### src/rtl/bsg_fifo_credit_receiver.sv
// Receive end of a credit-based link: buffers sender words in a circular FIFO
// and returns credits to the sender, coalesced up to max_step_p per cycle.
module bsg_fifo_credit_receiver #(
    parameter int width_p        = 8,
    parameter int els_p          = 4,
    parameter int max_step_p     = 2,
    parameter int flush_cycles_p = 3
) (
    input  logic                             clk_i,
    input  logic                             reset_n_i,
    input  logic                             v_i,
    input  logic [width_p-1:0]               data_i,
    output logic                             v_o,
    output logic [width_p-1:0]               data_o,
    input  logic                             yumi_i,
    output logic [$clog2(max_step_p+1)-1:0]  credit_o,
    output logic                             overflow_o
);
    localparam int PTR_W  = (els_p > 1) ? $clog2(els_p) : 1;
    localparam int CNT_W  = $clog2(els_p + 1);
    localparam int CRED_W = $clog2(max_step_p + 1);
    localparam int TMR_W  = (flush_cycles_p > 0) ? $clog2(flush_cycles_p + 1) : 1;
    localparam logic [PTR_W-1:0] LAST_PTR = PTR_W'(els_p - 1);

    logic [width_p-1:0] r_mem [els_p];
    logic [PTR_W-1:0]   r_rd_ptr;
    logic [PTR_W-1:0]   r_wr_ptr;
    logic [CNT_W-1:0]   r_count;
    logic               r_overflow;
    logic [CNT_W-1:0]   r_pending;
    logic [TMR_W-1:0]   r_timer;
    logic [CRED_W-1:0]  r_credit;

    logic               w_full;
    logic               w_deq;
    logic               w_enq;
    logic [CNT_W-1:0]   w_sum;
    logic               w_full_ret;
    logic               w_flush_ret;
    logic [CRED_W-1:0]  w_credit_n;
    logic [CNT_W-1:0]   w_pending_n;
    logic [TMR_W-1:0]   w_timer_n;

    assign w_full = (r_count == CNT_W'(els_p));
    assign w_deq  = yumi_i & (r_count != '0);
    // A full buffer still accepts a word when the head leaves in the same cycle.
    assign w_enq  = v_i & (~w_full | w_deq);

    assign v_o        = (r_count != '0);
    assign data_o     = r_mem[r_rd_ptr];
    assign credit_o   = r_credit;
    assign overflow_o = r_overflow;

    always_ff @(posedge clk_i) begin
        if (w_enq) begin
            r_mem[r_wr_ptr] <= data_i;
        end
    end

    always_ff @(posedge clk_i or negedge reset_n_i) begin
        if (!reset_n_i) begin
            r_rd_ptr   <= '0;
            r_wr_ptr   <= '0;
            r_count    <= '0;
            r_overflow <= 1'b0;
        end else begin
            if (w_enq) begin
                r_wr_ptr <= (r_wr_ptr == LAST_PTR) ? '0 : r_wr_ptr + PTR_W'(1);
            end
            if (w_deq) begin
                r_rd_ptr <= (r_rd_ptr == LAST_PTR) ? '0 : r_rd_ptr + PTR_W'(1);
            end
            r_count <= r_count + CNT_W'(w_enq) - CNT_W'(w_deq);
            if (v_i & ~w_enq) begin
                r_overflow <= 1'b1;
            end
        end
    end

    // Credits are batched until max_step_p accumulate or the batch sits idle too long.
    assign w_sum       = r_pending + CNT_W'(w_deq);
    assign w_full_ret  = (w_sum >= CNT_W'(max_step_p));
    assign w_flush_ret = (w_sum != '0) && (r_timer == TMR_W'(flush_cycles_p));

    always_comb begin
        w_credit_n = '0;
        if (w_full_ret) begin
            w_credit_n = CRED_W'(max_step_p);
        end else if (w_flush_ret) begin
            w_credit_n = CRED_W'(w_sum);
        end
        w_pending_n = w_sum - CNT_W'(w_credit_n);
        w_timer_n   = r_timer + TMR_W'(1);
        if ((w_credit_n != '0) || (w_sum == '0)) begin
            w_timer_n = '0;
        end
    end

    always_ff @(posedge clk_i or negedge reset_n_i) begin
        if (!reset_n_i) begin
            r_pending <= '0;
            r_timer   <= '0;
            r_credit  <= '0;
        end else begin
            r_pending <= w_pending_n;
            r_timer   <= w_timer_n;
            r_credit  <= w_credit_n;
        end
    end
endmodule

### config.mk
export PLATFORM = sky130hd
export DESIGN_NAME = bsg_fifo_credit_receiver
export DESIGN_NICKNAME = d
export VERILOG_FILES = /design/src/rtl/bsg_fifo_credit_receiver.sv
export SDC_FILE = /design/constraint.sdc
export NUM_CORES = 1
export LEC_CHECK = 0
export ABC_AREA = 1
export CORE_ASPECT_RATIO = 0.5
export CORE_MARGIN = 3
export CORE_UTILIZATION = 58
export CTS_BUF_LIST = sky130_fd_sc_hd__clkbuf_8 sky130_fd_sc_hd__clkbuf_16
export CTS_CLUSTER_SIZE = 12
export DETAILED_ROUTE_END_ITERATION = 8
export PLACE_DENSITY_LB_ADDON = 0.15
export SLEW_MARGIN = 20
export SYNTH_ARGS = -nofsm -noshare
export SYNTH_HDL_FRONTEND = slang
export SYNTH_SLANG_ARGS = --single-unit
### constraint.sdc
create_clock -name clk_i -period 4.9 [get_ports clk_i]
set_input_delay 0.98 -clock clk_i [delete_from_list [all_inputs] [get_ports clk_i]]
set_output_delay 0.98 -clock clk_i [all_outputs]
set_load 0.005 [all_outputs]
==> results of run 1 <==
[power groups by stage]
stage          Combinational [mW]  Sequential [mW]  Clock [mW]
2_1_floorplan               0.318            0.577           0
3_3_place_gp                0.439            0.615           0
3_5_place_dp                0.464            0.617           0
4_1_cts                     0.466            0.609       0.275
5_1_grt                     0.525            0.624       0.294
6_report                    0.463            0.608       0.269
[worst reg2reg max path, delay by kind of cell (launching register included)]
| kind | cells | cell delay [ps] |
|---|---|---|
| flops | 1 | 440 |
| buf+inv | 2 | 100 |
| fa+ha+maj | 3 | 840 |
| simple gates | 3 | 350 |
| xor+xnor | 1 | 180 |
[state kept, by name, indices dropped and copies added (netlist names)]
signal	count
r_rd_ptr	2
credit_o	2
overflow_o	1
r_wr_ptr	2
r_timer	2
r_count	3
r_pending	3
r_mem	32
[worst max-delay path by stage]
stage,start,cells past startpoint,slack (ps),end
4_1_cts,r_rd_ptr[0],3,1870,data_o[4]
3_3_place_gp,yumi_i,8,2040,r_count[2]
2_1_floorplan,yumi_i,7,2600,r_count[2]
6_report,r_rd_ptr[0],3,1890,data_o[0]
3_5_place_dp,yumi_i,8,1990,r_count[2]
5_1_grt,r_rd_ptr[0],3,1710,data_o[4]
[cell type report]
type                       instances  share of cell area
tap                               40              0.0214
sequential                        47               0.571
clock buffer                       5              0.0294
timing repair buffer              23              0.0983
clock inverter                     3              0.0166
multi-input combinational         88               0.229
inverter                          20              0.0342
[Yosys cell counts (all sizes together)]
cell type,number
nand2,17
ha,10
o22ai,8
nand4,1
xor2,1
nand3b,2
inv,20
nand3,2
dfrtp,15
xnor2,1
or2,1
fa,1
edfxtp,32
buf,4
o21bai,1
o21ai,17
nor2,26
[metal layers]
metal	GRT usage	up-vias	wire (um)
li1	-	590	-
met1	0.228	588	1460
met2	0.277	35	1520
met3	0.0567	7	209
met4	0.0890	0	51
met5	0	-	0
[kinds of logic (layout without fill, tap and decap cells)]
kind of cell / after synthesis / in the layout / share of synthesized area
simple gates: 49 / 49 / 0.116
buf+inv: 24 / 51 / 0.0614
fa+ha+maj: 11 / 11 / 0.0727
xor+xnor: 2 / 2 / 0.00878
compound gates: 26 / 26 / 0.0715
flops: 47 / 47 / 0.670
==> results_dict.tcl, run 1 <==
set metrics [dict create \
    status "finished, final reports clean" \
    place.port_buffers 23 \
    switchingPower_mw 0.437 \
    clockPowerShare 0.201 \
    total_cts_buffers 5 \
    timing_worst_setup_path_type "reg2out" \
    worstHoldPathType "reg2reg" \
    cts-resized-gates 0 \
    hold_viol_final 0 \
    h_tree_depth 2 \
    die_y_um 47.5 \
    post_drt_via_cell_ratio 5.40 \
    grt-ovfl-total 0 \
    grt_start_max_net_pins 21 \
    worst_setup_path_start_kind "flop" \
    dpl-instance-area_um2 2230 \
    ys_ff_latch 47 \
    dp_slack_ps 1990 \
    final_layout_size_suffix_gt1_frac 0.0753 \
    place_congestion 0.698 \
    synth_area_per_cell_um2 12.6 \
    post-cts-setup-buffers 0 \
    cp_max_fo 20 \
    fin_worst_skew_ps 4.09 \
    min_to "r_timer[0]" \
    series_of_cell_instances_along_the_critical_path "o21ai_0 > o22ai_1 > clkdlybuf4s50_1" \
    seq_power_share 0.454 \
    timing.max_cap.violations 0 \
    drt_iter0_drc 125 \
    hold_buffers 0 \
    wl_per_cell_um 14.4 \
    insertion_delay_of_the_later_clocked_pin_in_the_worst_skew_pair_ps 290 \
    combinationalPowerShare 0.345 \
    worstPathBufferInverterCount 1 \
    post_synth_inst_count 159 \
    floorplan.die_area_um2 4220 \
    clk_pin_slew_ps 80 \
    ff_latch_area_um2 1340 \
    total_power_mw 1.34 \
    synthDistinctLibCells 26 \
    die_width_um 89.0 \
    clock_path_buffers 2 \
    setup_viol 0 \
    synth_seq_area_share 0.670 \
    synth.top_cells.by_area "edfxtp_1 (48%), dfrtp_1 (19%), ha_1 (6.3%)" \
    clock_tree_from_tritoncts "built" \
    mappedNetlistArea_um2 2000 \
    hpwl_dp_um 2180 \
    switching_share 0.326 \
    vdd_drop_max_v 0.000329 \
    antenna_found_initial 0 \
    via_count_of_the_first_global_routing_pass 1108 \
    design.portCount 24 \
    netlist.area_leader.share 0.482 \
    cp_top_family "flip-flops" \
    power.internal_mw 0.904 \
    core_area_um2 3140 \
    yosys_warnings 0 \
    fin_worst_hold_slack_ps 434 \
    r2r_slack_ps 2890 \
    multi_input_comb_area_um2 537 \
    maxSlewHeadroom 0.455 \
    dpl.cell_count 218 \
    worst-slew-pin-transition_ps 815 \
    cts_sinks 47 \
    finalCoreUtilization 0.747 \
    drt.antenna.violating_nets 0 \
    detail_route.drc_violations 0 \
    timing.hold.worst_path_depth 1 \
    placement_rows 14 \
    critical_path_arrival_ps 2030 \
    required_ps 3920 \
    antennaDiodeCount 0 \
    min_period_ps 3010 \
    final_total_negative_setup_slack_ps 0 \
    drtPass1Iterations 4 \
    synthToLayoutAreaGrowth_pct 17.3 \
    num-fill-cells 204 \
    postLayoutCellArea_um2 2340 \
    powerDensity_nw_per_um2 573 \
    final_max_slew_viol_count 0 \
    reg2reg_from "r_count[1]" \
    instances_no_fill 226 \
    reg2reg_depth 9 \
    first_pass_grt_wire_length_um 5180 \
    crit_path_max_incr_delay_ps 790 \
    syn-num-nets 182 \
    power.static_leakage_nw 0.965 \
    design.final.nets 208 \
    r2r_end "r_count[2]" \
    cts_root_buffer "clkbuf_8" \
    route.final.wire_length_um 3250 \
    global_route.usage.total 0.176 \
    mostFrequentLayoutCells "edfxtp_1 (32), nor2_1 (25), clkdlybuf4s50_1 (23)" \
    hp-start "r_timer[0]" \
    final_common_cell "edfxtp_1" \
    vias 1220 \
    post-route-period-util 0.613 \
    crit_slowest_cell "dfrtp_1" \
    rsz0062_at_grt "no" \
    endpoint_kind "output pin" \
    max_freq_mhz 333 \
    final.setup.worst_slack_ps 1890 \
    initial_utilization 0.636 \
    synthDominantAreaCellType "edfxtp_1" \
]
Power figures use the tool's default switching activity.
==> run 2, diff against run 1 <==
--- a/config.mk
+++ b/config.mk
@@ -8,7 +8,7 @@
 export ABC_AREA = 1
 export CORE_ASPECT_RATIO = 0.5
 export CORE_MARGIN = 3
-export CORE_UTILIZATION = 58
+export CORE_UTILIZATION = 49
 export CTS_BUF_LIST = sky130_fd_sc_hd__clkbuf_8 sky130_fd_sc_hd__clkbuf_16
 export CTS_CLUSTER_SIZE = 12
 export DETAILED_ROUTE_END_ITERATION = 8
==> constraint.sdc (replaced) <==
create_clock -name clk_i -period 2.7 [get_ports clk_i]
set_input_delay 0.54 -clock clk_i [delete_from_list [all_inputs] [get_ports clk_i]]
set_output_delay 0.54 -clock clk_i [all_outputs]
set_load 0.005 [all_outputs]
==> results_dict.tcl, run 2 (synthesized netlist as in run 1, its figures left out) <==
set metrics [dict create \
    dpl.cell_count 233 \
    initial_utilization 0.545 \
    h_tree_depth 2 \
    powerDensity_nw_per_um2 1030 \
    num-fill-cells 289 \
    cts_root_buffer "clkbuf_8" \
    clock_tree_from_tritoncts "built" \
    hold_viol_final 0 \
    dr_wl_met2_um 1520 \
    final_total_negative_setup_slack_ps 0 \
    top_regs "r_mem: 32 flops, r_count: 3 flops, r_pending: 3 flops" \
    cp_max_fo 11 \
    design.final.nets 212 \
    max_flop_register "r_mem" \
    timing_worst_setup_path_type "reg2out" \
    clock_path_buffers 2 \
    total_cts_buffers 5 \
    first_pass_grt_wire_length_um 5770 \
    grt-ovfl-total 0 \
    antenna_found_initial 0 \
    worstHoldPathType "reg2reg" \
    maxSlewHeadroom 0.557 \
    cts_sinks 47 \
    required_ps 2160 \
    design.portCount 24 \
    largest_register_ffs 32 \
    via_count_of_the_first_global_routing_pass 1210 \
    grt_start_max_net_pins 21 \
    setup_viol 0 \
    place_congestion 0.669 \
    timing.max_cap.violations 0 \
    r2r_slack_ps 720 \
    antennaDiodeCount 0 \
    min_period_ps 2390 \
    status "finished, final reports clean" \
    placement_rows 15 \
    vias 1184 \
    fin_worst_skew_ps 9.34 \
    hold_buffers 0 \
    synthToLayoutAreaGrowth_pct 19.8 \
    final_common_cell "edfxtp_1" \
    floorplan.die_area_um2 4920 \
    drtPass1Iterations 4 \
    final_max_slew_viol_count 0 \
    wl_per_cell_um 13.9 \
    worst_setup_path_start_kind "flop" \
    endpoint_kind "output pin" \
    core_area_um2 3660 \
    max_freq_mhz 418 \
    die_y_um 51.1 \
    detail_route.drc_violations 0 \
    vdd_drop_max_v 0.000515 \
    top_signal_layer_used "met4" \
    insertion_delay_of_the_later_clocked_pin_in_the_worst_skew_pair_ps 300 \
    total_power_mw 2.47 \
    route.final.wire_length_um 3360 \
    power.static_leakage_nw 0.988 \
    die_width_um 96.3 \
    hpwl_dp_um 2240 \
    routedLengthMet1_um 1670 \
    post_drt_via_cell_ratio 4.91 \
    post-route-period-util 0.887 \
    drt_iter0_drc 48 \
    mostFrequentLayoutCells "edfxtp_1 (32), nor2_1 (25), clkdlybuf4s50_1 (23)" \
    clk_pin_slew_ps 90 \
    wl_met3_um 137 \
    critical_path_arrival_ps 1850 \
    rsz0062_at_grt "no" \
    place.port_buffers 23 \
    global_route.usage.total 0.159 \
    final_layout_size_suffix_gt1_frac 0.105 \
    worst-slew-pin-transition_ps 663 \
    instances_no_fill 241 \
    drt.antenna.violating_nets 0 \
]
run 2: timing repair:
| action | CTS | global route |
|---|---|---|
| setup buffers | 0 | 0 |
| setup endpoints to repair | 0 | 3 |
| resized for setup | 0 | 1 |
run 2: path summary, 6_finish.rpt:
check,start,depth (start not counted),end
min in group asynchronous,reset_n_i,1,credit_o[0]
setup reg to reg,r_count[1],9,r_count[2]
max in group asynchronous,reset_n_i,1,r_rd_ptr[0]
hold / removal,r_timer[0],1,r_timer[0]
setup / recovery,r_rd_ptr[1],4,data_o[0]
hold reg to reg,r_timer[0],1,r_timer[0]
run 2: critical path: stages, from the launching register on:
cell and delay, ps:
dfrtp_1 520, inv_1 250, o21ai_0 150, o22ai_1 120, clkdlybuf4s50_1 520
run 2: final cells by class:
class | count | area [um^2] | share of cell area
tap | 51 | 63.8 | 0.0267
inverter | 20 | 80.1 | 0.0335
multi-input combinational | 88 | 537 | 0.224
timing repair buffer | 27 | 260 | 0.109
sequential | 47 | 1340 | 0.559
clock buffer | 5 | 68.8 | 0.0288
clock inverter | 3 | 43.8 | 0.0183
run 2: power breakdown:
group | leakage, nW | internal (mW) | switching [mW] | total, mW
Sequential | 0.479 | 0.959 | 0.146 | 1.11
Clock | 0.0581 | 0.276 | 0.236 | 0.512
Combinational | 0.450 | 0.430 | 0.421 | 0.851
run 2: per-layer routing:
metal  track usage  vias up
met2         0.247       18
met4        0.0425        0
met1         0.219      565
met5             0        -
li1              -      596
met3        0.0485        5
run 2: through the flow:
| step | instance area, um^2 | hold WS (ps) | setup WS (ps) | util |
|---|---|---|---|---|
| final | 2390 | 453 | 305 | 0.653 |
| after global routing | 2390 | 475 | 155 | 0.653 |
| after CTS | 2390 | 456 | 114 | 0.653 |
| after detailed placement | 2280 | 444 | 238 | 0.622 |
| after global placement | 2280 | 418 | 278 | 0.622 |
| after floorplan | 2000 | 244 | 826 | - |
==> run 3, diff against run 2 <==
--- a/config.mk
+++ b/config.mk
@@ -13,6 +13,7 @@
 export CTS_CLUSTER_SIZE = 12
 export DETAILED_ROUTE_END_ITERATION = 8
 export PLACE_DENSITY_LB_ADDON = 0.15
+export SETUP_SLACK_MARGIN = 0.3
 export SLEW_MARGIN = 20
 export SYNTH_ARGS = -nofsm -noshare
 export SYNTH_HDL_FRONTEND = slang
==> results_dict.tcl, run 3 (synthesized netlist as in run 1, its figures left out) <==
set metrics [dict create \
    min_to "r_timer[0]" \
    power.static_leakage_nw 0.996 \
    via_count_of_the_first_global_routing_pass 1210 \
    final_total_negative_setup_slack_ps 0 \
    final_layout_size_suffix_gt1_frac 0.125 \
    global_route.usage.total 0.159 \
    grt-ovfl-total 0 \
    fin_worst_skew_ps 8.12 \
    design.portCount 24 \
    hpwl_dp_um 2240 \
    final_common_cell "edfxtp_1" \
    status "finished, final reports clean" \
    max_flop_register "r_mem" \
    post_drt_via_cell_ratio 4.93 \
    vias 1199 \
    cts_root_buffer "clkbuf_8" \
    timing_worst_setup_path_type "reg2out" \
    total_cts_buffers 5 \
    reg2reg_from "r_count[1]" \
    required_ps 2160 \
    placement_rows 15 \
    worst_setup_path_start_kind "flop" \
    place_congestion 0.669 \
    rsz0062_at_grt "no" \
    drt_iter0_drc 57 \
    num-fill-cells 288 \
    die_width_um 96.3 \
    min_period_ps 2270 \
    synthToLayoutAreaGrowth_pct 20.8 \
    worst-slew-pin-transition_ps 664 \
    post-route-period-util 0.842 \
    route.final.wire_length_um 3420 \
    timing.max_cap.violations 0 \
    powerDensity_nw_per_um2 1040 \
    floorplan.die_area_um2 4920 \
    insertion_delay_of_the_later_clocked_pin_in_the_worst_skew_pair_ps 300 \
    design.final.nets 214 \
    hp-start "r_timer[0]" \
    die_y_um 51.1 \
    r2r_slack_ps 720 \
    maxSlewHeadroom 0.556 \
    grt_start_max_net_pins 21 \
    place.port_buffers 23 \
    mostFrequentLayoutCells "edfxtp_1 (32), nor2_1 (25), clkdlybuf4s50_1 (23)" \
    initial_utilization 0.545 \
    setup_viol 0 \
    vdd_drop_max_v 0.000517 \
    clock_path_buffers 2 \
    antennaDiodeCount 0 \
    cp_max_fo 10 \
    first_pass_grt_wire_length_um 5770 \
    largest_register_ffs 32 \
    wl_per_cell_um 14.1 \
    endpoint_kind "output pin" \
    detail_route.drc_violations 0 \
    h_tree_depth 2 \
    finalCoreUtilization 0.658 \
    clock_tree_from_tritoncts "built" \
    reg2reg_depth 9 \
    cts_sinks 47 \
    antenna_found_initial 0 \
    final_max_slew_viol_count 0 \
    timing.hold.worst_path_depth 1 \
    clk_pin_slew_ps 90 \
    worstHoldPathType "reg2reg" \
    core_area_um2 3660 \
    top_regs "r_mem: 32 flops, r_count: 3 flops, r_pending: 3 flops" \
    critical_path_arrival_ps 1730 \
    hold_viol_final 0 \
    r2r_end "r_count[2]" \
    drt.antenna.violating_nets 0 \
    hold_buffers 0 \
    drtPass1Iterations 4 \
    max_freq_mhz 440 \
]
==> run 3: cell count changes in the layout (fill, tap and decap cells not counted) <==
cell | previous run | this run
buf_4 | 4 | 6
dfrtp_1 | 14 | 13
dfrtp_4 | 0 | 1
inv_1 | 18 | 17
inv_2 | 1 | 2
==> run 3: metal layers <==
layer  GRT usage  share of wire  vias to the layer above  wire length [um]
met2       0.247           0.45                       20              1540
li1            -              -                      600                 -
met3      0.0485          0.040                        5               138
met1       0.219           0.50                      574              1700
met5           0              0                        -                 0
met4      0.0425         0.0091                        0                31
==> run 3: power by group <==
group | internal, mW | leakage [nW] | total (mW) | switching (mW)
clock network | 0.276 | 0.0581 | 0.511 | 0.235
registers | 0.965 | 0.478 | 1.09 | 0.122
logic | 0.450 | 0.460 | 0.904 | 0.455
==> run 3: repair_timing <==
item                                    in CTS  in global routing
endpoints found under the setup margin       8                  8
gates resized for setup                      2                  2
buffers inserted                             0                  2
endpoints found under the hold margin        0                  0
==> run 3: critical path: stages, from the launching register on <==
cell and delay (ps):
dfrtp_4 490, buf_4 200, o21ai_1 90, o22ai_1 150, clkdlybuf4s50_1 520
==> run 3: worst max-delay path by stage <==
| stage | startpoint | end | slack, ps | depth (start not counted) |
|---|---|---|---|---|
| global route | r_rd_ptr[0] | data_o[4] | 320 | 4 |
| CTS | r_rd_ptr[0] | data_o[0] | 360 | 4 |
| finish | r_rd_ptr[0] | data_o[6] | 430 | 4 |
| detailed placement | yumi_i | r_count[2] | 240 | 8 |
| global placement | yumi_i | r_count[2] | 280 | 8 |
| floorplan | r_count[1] | r_count[2] | 830 | 9 |
==> run 3: area by class of cell <==
type                       count  area (um^2)  area share
clock buffer                   5         68.8      0.0286
tap                           51         63.8      0.0265
timing repair buffer          29          275       0.114
sequential                    47         1340       0.557
multi-input combinational     88          537       0.223
inverter                      20         80.1      0.0332
clock inverter                 3         43.8      0.0182
==> run 3: through the flow <==
step | hold WS (ps) | total power [mW] | setup WS [ps] | cells | cell area [um^2]
2_1_floorplan | 244 | 1.63 | 826 | 159 | 2000
3_3_place_gp | 418 | 1.94 | 278 | 233 | 2280
3_5_place_dp | 444 | 1.98 | 238 | 233 | 2280
4_1_cts | 456 | 2.50 | 356 | 241 | 2390
5_1_grt | 475 | 2.70 | 320 | 243 | 2410
6_report | 453 | 2.50 | 427 | 243 | 2410
